--- src/rtl/combat_resolver_pkg.sv ---
// Shared fighter definitions: action one-hot bit positions, facing bit, health limits,
// resolver FSM states and small arithmetic helpers.
package combat_resolver_pkg;

    localparam int MV_WALKING   = 0;
    localparam int MV_JUMPING   = 1;
    localparam int MV_CROUCHING = 2;
    localparam int MV_PUNCHING  = 3;
    localparam int MV_SHIELDING = 4;
    localparam int MV_STANDING  = 5;
    localparam int FACING_BIT   = 6;

    localparam logic [3:0] MAX_HEALTH = 4'd15;

    typedef enum logic {
        ST_FIGHT = 1'b0,
        ST_KO    = 1'b1
    } state_t;

    function automatic logic [3:0] sat_sub(input logic [3:0] h, input logic [3:0] d);
        return (h < d) ? 4'd0 : h - d;
    endfunction

    function automatic logic [9:0] abs_diff(input logic [9:0] a, input logic [9:0] b);
        return (a >= b) ? a - b : b - a;
    endfunction

endpackage

--- src/rtl/combat_resolver_hit_check.sv ---
// Combinational hit/block decision for one attacker against one defender.
module combat_resolver_hit_check
    import combat_resolver_pkg::*;
#(
    parameter logic [9:0] PUNCH_RANGE = 10'd48
) (
    input  logic       atk_facing_left,
    input  logic [9:0] atk_x,
    input  logic [5:0] def_move,
    input  logic [9:0] def_x,
    input  logic [3:0] def_shield,
    input  logic       def_invuln,
    output logic       hit,
    output logic       blocked
);

    logic in_range;
    logic facing;

    always_comb begin
        in_range = abs_diff(atk_x, def_x) <= PUNCH_RANGE;
        // Equal x satisfies both directions, so a stacked defender is always faced.
        facing   = atk_facing_left ? (def_x <= atk_x) : (def_x >= atk_x);
        hit      = in_range && facing && !def_move[MV_JUMPING] && !def_move[MV_CROUCHING]
                   && !def_invuln;
        blocked  = hit && def_move[MV_SHIELDING] && (def_shield != 4'd0);
    end

endmodule

--- src/rtl/combat_resolver.sv ---
// Two-stage attack resolver: registers hit/block decisions, then applies damage, invulnerability
// windows and the FIGHT/KO round state.
module combat_resolver
    import combat_resolver_pkg::*;
#(
    parameter logic [9:0] PUNCH_RANGE   = 10'd48,
    parameter logic [3:0] DAMAGE        = 4'd2,
    parameter logic [3:0] BLOCK_DAMAGE  = 4'd0,
    parameter int         INVULN_CYCLES = 50_000_000
) (
    input  logic       clk,
    input  logic       reset,
    input  logic       p0_attack_req,
    input  logic       p1_attack_req,
    input  logic [6:0] p0_action,
    input  logic [6:0] p1_action,
    input  logic [9:0] p0_x,
    input  logic [9:0] p1_x,
    input  logic [3:0] p0_shield,
    input  logic [3:0] p1_shield,
    input  logic       restart,
    output logic [3:0] p0_health,
    output logic [3:0] p1_health,
    output logic       p0_hit,
    output logic       p1_hit,
    output logic       p0_blocked,
    output logic       p1_blocked,
    output logic       game_over,
    output logic       winner
);

    localparam int              CNT_W    = $clog2(INVULN_CYCLES + 1);
    localparam logic [CNT_W-1:0] INV_LOAD = CNT_W'(INVULN_CYCLES - 1);

    state_t           state_q, state_d;
    logic [3:0]       h0_q, h0_d, h1_q, h1_d;
    logic [CNT_W-1:0] inv0_q, inv0_d, inv1_q, inv1_d;
    logic             hit_on0_p1_q, hit_on0_p1_d, blk_on0_p1_q, blk_on0_p1_d;
    logic             hit_on1_p1_q, hit_on1_p1_d, blk_on1_p1_q, blk_on1_p1_d;
    logic             p0_hit_q, p0_hit_d, p1_hit_q, p1_hit_d;
    logic             p0_blk_q, p0_blk_d, p1_blk_q, p1_blk_d;
    logic             winner_q, winner_d;
    logic             chk01_hit, chk01_blk, chk10_hit, chk10_blk;

    combat_resolver_hit_check #(.PUNCH_RANGE(PUNCH_RANGE)) u_chk01 (
        .atk_facing_left (p0_action[FACING_BIT]),
        .atk_x           (p0_x),
        .def_move        (p1_action[5:0]),
        .def_x           (p1_x),
        .def_shield      (p1_shield),
        .def_invuln      (inv1_q != '0),
        .hit             (chk01_hit),
        .blocked         (chk01_blk)
    );

    combat_resolver_hit_check #(.PUNCH_RANGE(PUNCH_RANGE)) u_chk10 (
        .atk_facing_left (p1_action[FACING_BIT]),
        .atk_x           (p1_x),
        .def_move        (p0_action[5:0]),
        .def_x           (p0_x),
        .def_shield      (p0_shield),
        .def_invuln      (inv0_q != '0),
        .hit             (chk10_hit),
        .blocked         (chk10_blk)
    );

    always_comb begin
        state_d      = state_q;
        h0_d         = h0_q;
        h1_d         = h1_q;
        winner_d     = winner_q;
        p0_hit_d     = 1'b0;
        p1_hit_d     = 1'b0;
        p0_blk_d     = 1'b0;
        p1_blk_d     = 1'b0;
        hit_on0_p1_d = 1'b0;
        blk_on0_p1_d = 1'b0;
        hit_on1_p1_d = 1'b0;
        blk_on1_p1_d = 1'b0;
        inv0_d       = (inv0_q != '0) ? inv0_q - CNT_W'(1) : '0;
        inv1_d       = (inv1_q != '0) ? inv1_q - CNT_W'(1) : '0;

        case (state_q)
            ST_FIGHT: begin
                // Stage 1: capture decisions; stage 2: apply what was captured last edge.
                hit_on1_p1_d = p0_attack_req && chk01_hit;
                blk_on1_p1_d = p0_attack_req && chk01_blk;
                hit_on0_p1_d = p1_attack_req && chk10_hit;
                blk_on0_p1_d = p1_attack_req && chk10_blk;

                if (hit_on0_p1_q) begin
                    h0_d     = sat_sub(h0_q, blk_on0_p1_q ? BLOCK_DAMAGE : DAMAGE);
                    p0_hit_d = !blk_on0_p1_q;
                    p0_blk_d = blk_on0_p1_q;
                    if (!blk_on0_p1_q) inv0_d = INV_LOAD;
                end
                if (hit_on1_p1_q) begin
                    h1_d     = sat_sub(h1_q, blk_on1_p1_q ? BLOCK_DAMAGE : DAMAGE);
                    p1_hit_d = !blk_on1_p1_q;
                    p1_blk_d = blk_on1_p1_q;
                    if (!blk_on1_p1_q) inv1_d = INV_LOAD;
                end

                // A double KO is awarded to player 0.
                if (h0_d == 4'd0 || h1_d == 4'd0) begin
                    state_d  = ST_KO;
                    winner_d = (h1_d == 4'd0) ? 1'b0 : 1'b1;
                end
            end
            ST_KO: begin
                if (restart) begin
                    state_d = ST_FIGHT;
                    h0_d    = MAX_HEALTH;
                    h1_d    = MAX_HEALTH;
                    inv0_d  = '0;
                    inv1_d  = '0;
                end
            end
            default: state_d = ST_FIGHT;
        endcase
    end

    always_ff @(posedge clk or negedge reset) begin
        if (!reset) begin
            state_q      <= ST_FIGHT;
            h0_q         <= MAX_HEALTH;
            h1_q         <= MAX_HEALTH;
            inv0_q       <= '0;
            inv1_q       <= '0;
            hit_on0_p1_q <= 1'b0;
            blk_on0_p1_q <= 1'b0;
            hit_on1_p1_q <= 1'b0;
            blk_on1_p1_q <= 1'b0;
            p0_hit_q     <= 1'b0;
            p1_hit_q     <= 1'b0;
            p0_blk_q     <= 1'b0;
            p1_blk_q     <= 1'b0;
            winner_q     <= 1'b0;
        end else begin
            state_q      <= state_d;
            h0_q         <= h0_d;
            h1_q         <= h1_d;
            inv0_q       <= inv0_d;
            inv1_q       <= inv1_d;
            hit_on0_p1_q <= hit_on0_p1_d;
            blk_on0_p1_q <= blk_on0_p1_d;
            hit_on1_p1_q <= hit_on1_p1_d;
            blk_on1_p1_q <= blk_on1_p1_d;
            p0_hit_q     <= p0_hit_d;
            p1_hit_q     <= p1_hit_d;
            p0_blk_q     <= p0_blk_d;
            p1_blk_q     <= p1_blk_d;
            winner_q     <= winner_d;
        end
    end

    assign p0_health  = h0_q;
    assign p1_health  = h1_q;
    assign p0_hit     = p0_hit_q;
    assign p1_hit     = p1_hit_q;
    assign p0_blocked = p0_blk_q;
    assign p1_blocked = p1_blk_q;
    assign game_over  = (state_q == ST_KO);
    assign winner     = winner_q;

endmodule

--- config.mk ---
export PLATFORM = sky130hd
export DESIGN_NAME = combat_resolver
export DESIGN_NICKNAME = d
export VERILOG_FILES = /design/src/rtl/combat_resolver_pkg.sv /design/src/rtl/combat_resolver_hit_check.sv /design/src/rtl/combat_resolver.sv
export SDC_FILE = /design/constraint.sdc
export NUM_CORES = 1
export LEC_CHECK = 0
export CAP_MARGIN = 25
export CORE_MARGIN = 1
export CORE_UTILIZATION = 50
export CTS_CLUSTER_DIAMETER = 30
export CTS_CLUSTER_SIZE = 20
export DETAILED_ROUTE_END_ITERATION = 6
export PLACE_DENSITY_LB_ADDON = 0.2
export SYNTH_ARGS = -nofsm -noshare
export SYNTH_HDL_FRONTEND = slang
export SYNTH_HIERARCHICAL = 1
export SYNTH_SLANG_ARGS = --single-unit
--- constraint.sdc ---
create_clock -name clk -period 2.5 [get_ports clk]
set_input_delay 0.5 -clock clk [delete_from_list [all_inputs] [get_ports clk]]
set_output_delay 0.5 -clock clk [all_outputs]
set_load 0.01 [all_outputs]
Yosys cells after proc, flatten, opt, wreduce, memory -nomap -nowiden:

Cells that the tools add are included.

* add/subtract/negate cells: 6
* $mul: 0
* divide/modulo/power cells: 0
* $lt $le $gt $ge: 8
* equal/unequal tests: 1
* shift-type cells: 0
* mux-type cells: 41
* bitwise logic cells: 1
* reduce and logical (&&, ||, !) cells: 32

Operator list (number)
* $mux 26: 8
* $pmux 26 s2: 2
* $reduce_bool 26->1: 2
* $sub 26x1->26 const B: 2
* $mux 4: 7
* $ge 10x10->1: 2
* $le 10x10->1: 2
* $le 10x6->1 const B: 2
* $mux 10: 2
* $sub 10x10->10: 2
* $mux 1: 17
* $logic_and 1x1->1: 16
* $pmux 4 s2: 2
* $logic_not 1->1: 8
* $logic_not 4->1: 2
* $lt 4x2->1: 2
* $reduce_bool 4->1: 2
* $sub 4x2->4: 2
* $mux 2: 2
* $ne 2x2->1 const B: 1
* $pmux 1 s2: 1
* $reduce_and 2->1: 1
* $logic_or 1x1->1: 1
* $not 1->1: 1

* register bits after elaboration: 70
* bits in latches: 0
* RAM bits: 0
* bits in read-only memories: 0
* bits of input ports: 47
* logic and storage cells: 103
* memories: 0

Logic depth before layout (Yosys ltp):

* word-level depth: 11
* gate-level depth with buffers: 11
* mapped depth without buffers: 10

Hierarchy:

Netlist, hierarchy kept.

By module, submodules not included
* combat_resolver: instances 1, cells each 360, area each 3539.6 µm², seq. area each 1761.7 µm²
* combat_resolver_hit_check: instances 2, cells each 139, area each 1007.2 µm², seq. area each 0.0 µm²

Worst setup path after synthesis:

OpenSTA, ideal clock, no wires.

* kind: input-to-reg
* start point: input port p1_x[7]
* end point: register blk_on0_p1_q
* arrival: 2.430 ns
* path slack: -0.049 ns
* stages: 11
* path buffers: 1
* cells stage by stage: inv_1 -> ha_1 -> buf_6 -> nand4_2 -> nor3_2 -> or3_1 -> o21bai_1 -> a2111oi_0 -> a211o_1 -> nor3_1 -> and3_1

* longest elaborated chain between the ends: 11
* elaborated cells between the ends (all ways): 16
* classes of those cells: add/sub (2); order compare (4); mux (3); reduce/logical (7)

Ends and longest elaborated chain
* start: declaration: RTL line combat_resolver.sv:18 `input logic [9:0] p1_x,`
* $sub 10x10->10 or $ge 10x10->1 (tied branches): RTL line combat_resolver_pkg.sv:25 `return (a >= b) ? a - b : b - a;`
* $mux 10: RTL line combat_resolver_pkg.sv:25
* $le 10x6->1: RTL line combat_resolver_hit_check.sv:21 `in_range = abs_diff(atk_x, def_x) <= PUNCH_RANGE;`
* $logic_and 1x1->1 * (3 in series): RTL line combat_resolver_hit_check.sv:24 `hit = in_range && facing && !def_move[MV_JUMPING] && !def_move[MV_CROUCHING]`
* $logic_and 1x1->1 *: RTL line combat_resolver_hit_check.sv:25 `&& !def_invuln;`
* $logic_and 1x1->1 * (2 in series): RTL line combat_resolver_hit_check.sv:26 `blocked = hit && def_move[MV_SHIELDING] && (def_shield != 4'd0);`
* named net chk10_blk: RTL line combat_resolver.sv:43 `logic chk01_hit, chk01_blk, chk10_hit, chk10_blk;`
* $logic_and 1x1->1 *: RTL line combat_resolver.sv:89 `blk_on0_p1_d = p1_attack_req && chk10_blk;`
* $mux 1 *: RTL line combat_resolver.sv:83 `case (state_q)`
* named net blk_on0_p1_d: RTL line combat_resolver.sv:38 `logic hit_on0_p1_q, hit_on0_p1_d, blk_on0_p1_q, blk_on0_p1_d;`
* end signal: assignment: RTL line combat_resolver.sv:146 `blk_on0_p1_q <= blk_on0_p1_d;`
* end: declaration: RTL line combat_resolver.sv:38

The timed path passes the listed nets; every way through them passes the cells marked *.
A chain may end at the register's enable or synchronous reset.

Worst setup path after layout:

* start point: input port p0_x[6]
* end point: register blk_on1_p1_q

* longest elaborated chain between the ends: 11
* elaborated cells between the ends (all ways): 16
* classes of those cells: add/sub (2); order compare (4); mux (3); reduce/logical (7)

Ends and longest elaborated chain
* start: declaration: RTL line combat_resolver.sv:17 `input logic [9:0] p0_x,`
* $sub 10x10->10 or $ge 10x10->1 (tied branches): RTL line combat_resolver_pkg.sv:25
* $mux 10: RTL line combat_resolver_pkg.sv:25
* $le 10x6->1: RTL line combat_resolver_hit_check.sv:21
* $logic_and 1x1->1 * (3 in series): RTL line combat_resolver_hit_check.sv:24
* $logic_and 1x1->1 *: RTL line combat_resolver_hit_check.sv:25
* $logic_and 1x1->1 * (2 in series): RTL line combat_resolver_hit_check.sv:26
* named net chk01_blk: RTL line combat_resolver.sv:43
* $logic_and 1x1->1 *: RTL line combat_resolver.sv:87 `blk_on1_p1_d = p0_attack_req && chk01_blk;`
* $mux 1 *: RTL line combat_resolver.sv:83
* named net blk_on1_p1_d: RTL line combat_resolver.sv:39 `logic hit_on1_p1_q, hit_on1_p1_d, blk_on1_p1_q, blk_on1_p1_d;`
* end signal: assignment: RTL line combat_resolver.sv:148 `blk_on1_p1_q <= blk_on1_p1_d;`
* end: declaration: RTL line combat_resolver.sv:39

Marked as above.

==> flow_summary_export.csv <==
group,metric,value,unit
floorplan,die_y,107.4,µm
outcome,violations,"DRC",
critical_path,worstPathMaxFanout,4,
cts,insertion_delay,0.36,ns
floorplan,die_x,107.4,µm
outcome,outcome,"finished, violations left",
route,vias,5303,
run,max_cap_violations,0,
timing,fin_ws,0.08528,ns
grt,grt_first_pass_wirelength,24260,µm
route,wl_per_cell,15.54,µm
timing,relSlewSlack,59.84,%
yosys,synth_xor_area_share,8.358,%
yosys,synth_compound_gate_area_share,18.97,%
power,p_leak,3.262,nW
yosys,syn_inst,638,
critical_path,endpoint_kind,"flip-flop",
yosys,synth_top_family_by_area,"simple AND/OR/NAND/NOR gates",
layout,fin_area,7543,µm²
layout,layout_commonest_cell,"buf_4",
route,drc_errors,2,
cts,ctsHoldBuffers,0,
timing,worst_pin_slew,0.6007,ns
timing,finalHoldViolations,0,
layout,nets,889,
cts,h-tree-depth,3,
critical_path,r2r_setup_slack,0.14,ns
layout,syn_to_final_growth,35.82,%
yosys,yosys_most_used_dff,"dfrtp_1",
critical_path,arrival,2.67,ns
cts,root_buffer,"clkbuf_8",
cts,max-clock-path-buffers,2,
grt,grt_pass1_vias,5373,
yosys,synth_mux_area_share,0.7209,%
cts,cts_tree,"built",
yosys,syn-num-nets,731,
timing,fin_skew,0.01284,ns
route,drt-total-wl,14620,µm
floorplan,rows,38,
cts,cts_buffers,9,
timing,rsz0062_at_grt,"true",
timing,setup_viol,0,
placed_design,place_area,6980,µm²
route,avgViaCountPerCell,5.635,
yosys,ys_ff_latch,70,
cts,cts_num_sinks,70,
grt,grt.overflow.total,0,
layout,layout-drive-gt1-share,30.09,%
layout,diodes,0,
critical_path,setup.worst_path.end,"blk_on1_p1_q$_DFF_PN0_",
layout,layout_common_cells,"buf_4, inv_1, dfrtp_1",
floorplan,io-pin-count,61,
cts,clk_pin_slew,0.08,ns
timing,fin_setup_tns,0,ns
timing,fmax,414.1,MHz
floorplan,dieArea,11530,µm²
grt,grt.total_usage,26.31,%
placed_design,portBuffers,54,
critical_path,cp-startpoint,"p0_x[6]",
yosys,yosys.area_share.adder,10.36,%
yosys,synth_simple_gate_area_share,23.36,%
route,ant_nets,0,
route,drt-initial-drc-count,237,
placed_design,gp_congestion,0.8849,
yosys,synth_area,5554,µm²
power,irDropWorstVdd,0.0003340,V
critical_path,reg2regPathDepth,7,
timing,slew_violations,0,
grt,antenna_found_initial,0,
floorplan,start_util,51.23,%
route,drtPass1Iterations,6,
critical_path,start_kind,"input port",
power,p_per_area,388.5,nW/µm²
grt,grt_max_degree,47,
yosys,synth_cell_types,74,
critical_path,r2r_start,"inv1_q[10]$_DFF_PN0_",
critical_path,r2r_end,"blk_on1_p1_q$_DFF_PN0_",
yosys,ys_seq_area_share,31.72,%
min_path,hold_class,"input port to async pin",
critical_path,critPathKind,"input port to flip-flop",
timing,finalCritPeriodShare,96.59,%
yosys,async_flop_share,100.0,%
yosys,synth-warning-count,6,
placed_design,hpwl,10890,µm
yosys,synth.avg_cell_area,8.705,µm²
timing,hold_ws,0.1319,ns
floorplan,core,10840,µm²
timing,period_needed,2.415,ns
placed_design,pre_cts_ws,-0.7916,ns
yosys,synth_edf_count,0,
critical_path,cp.required,2.75,ns
-- state kept, by name, summed over array words and instances (netlist names) --
name and cells:
p1_hit 1, inv1_q 26, p0_blocked 1, hit_on0_p1_q 1, winner 1, p1_health 4, p0_health 4, game_over 1
blk_on1_p1_q 1, blk_on0_p1_q 1, p1_blocked 1, hit_on1_p1_q 1, inv0_q 26, p0_hit 1
-- area by class of cell --
class / count / area (µm²)
tap: 140 / 175.2
clock buffer: 12 / 155.1
timing repair buffer: 165 / 1306
fill: 876 / 3297
inverter: 67 / 251.5
multi-input combinational: 483 / 3849
clock inverter: 4 / 45.04
sequential: 70 / 1762
-- Yosys cell counts (4+ instances only) --
cell type / instances / share of area, %
and3_1: 7 / 0.79
nor2b_1: 5 / 0.56
a21oi_1: 37 / 3.3
nor4_1: 12 / 1.4
or4_1: 7 / 0.95
a211oi_1: 5 / 0.68
o21ai_0: 31 / 2.8
nor2_1: 58 / 3.9
mux2i_1: 4 / 0.72
dfstp_2: 8 / 3.8
and3b_1: 4 / 0.63
o211ai_1: 6 / 0.81
a21o_1: 6 / 0.81
nand4b_1: 7 / 1.1
nand2_1: 29 / 2.0
o2111ai_1: 8 / 1.3
nand4_1: 6 / 0.68
and2_1: 7 / 0.79
xor2_1: 20 / 3.2
nand2b_1: 6 / 0.68
o31ai_1: 8 / 1.1
dfrtp_1: 62 / 28
buf_4: 4 / 0.54
ha_1: 46 / 10
inv_1: 65 / 4.4
a211o_1: 4 / 0.63
or3_1: 15 / 1.7
clkbuf_1: 6 / 0.41
a21oi_2: 5 / 0.79
xnor2_1: 33 / 5.2
nor3_1: 23 / 2.1
nand3_1: 12 / 1.1
-- where the power goes --
part / switching (mW) / leakage, nW / internal [mW]
combinational: 0.407 / 2.38 / 0.445
clock: 0.436 / 0.106 / 0.511
sequential: 0.000000000247 / 0.780 / 1.13
-- cells by family after synthesis --
| group | Yosys count |
|---|---|
| mux | 4 |
| simple gates | 228 |
| fa+ha+maj | 46 |
| flops | 70 |
| xor+xnor | 53 |
| compound gates | 152 |
| buf+inv | 85 |
-- stage by stage --
step / power, mW / utilization (%) / instances
6_report: 2.931 / 69.59 / 941
5_1_grt: 3.071 / 69.59 / 941
4_1_cts: 2.887 / 68.29 / 938
3_5_place_dp: 1.886 / 64.39 / 918
3_3_place_gp: 1.870 / 64.39 / 918
2_1_floorplan: 1.543 / - / 638
-- metal layers --
metal / track usage [%] / part of all wire, %
met5: 0 / 0
met4: 10.67 / 2.2
met3: 4.237 / 3.0
met2: 48.80 / 53
met1: 29.79 / 41
-- worst max-delay path: stages --
cell and delay, ns:
clkdlybuf4s15_1 0.28, inv_1 0.11, ha_4 0.30, nand4_4 0.10
nor3_2 0.19, or3_4 0.16, o21ba_2 0.15, or4b_1 0.52
o2111ai_2 0.10, nor3_2 0.07, and3_1 0.18
-- timing repair --
item | 4_1_cts | 5_1_grt
cloned | 0 | 0
resized for setup | 53 | 58
pin swaps | 18 | 26
setup buffers | 4 | 3
endpoints found under the setup margin | 4 | 4
-- how the worst min path moves through the flow --
stage                               from                      to  depth (start not counted)
CTS                                reset    inv0_q[17]$_DFF_PN0_                          1
floorplan                          reset  blk_on0_p1_q$_DFF_PN0_                          0
global placement    inv0_q[18]$_DFF_PN0_    inv0_q[18]$_DFF_PN0_                          1
finish                             reset    inv0_q[17]$_DFF_PN0_                          1
detailed placement  inv0_q[18]$_DFF_PN0_    inv0_q[18]$_DFF_PN0_                          1
global route                       reset    inv0_q[17]$_DFF_PN0_                          1
Power figures use the tool's default switching activity.
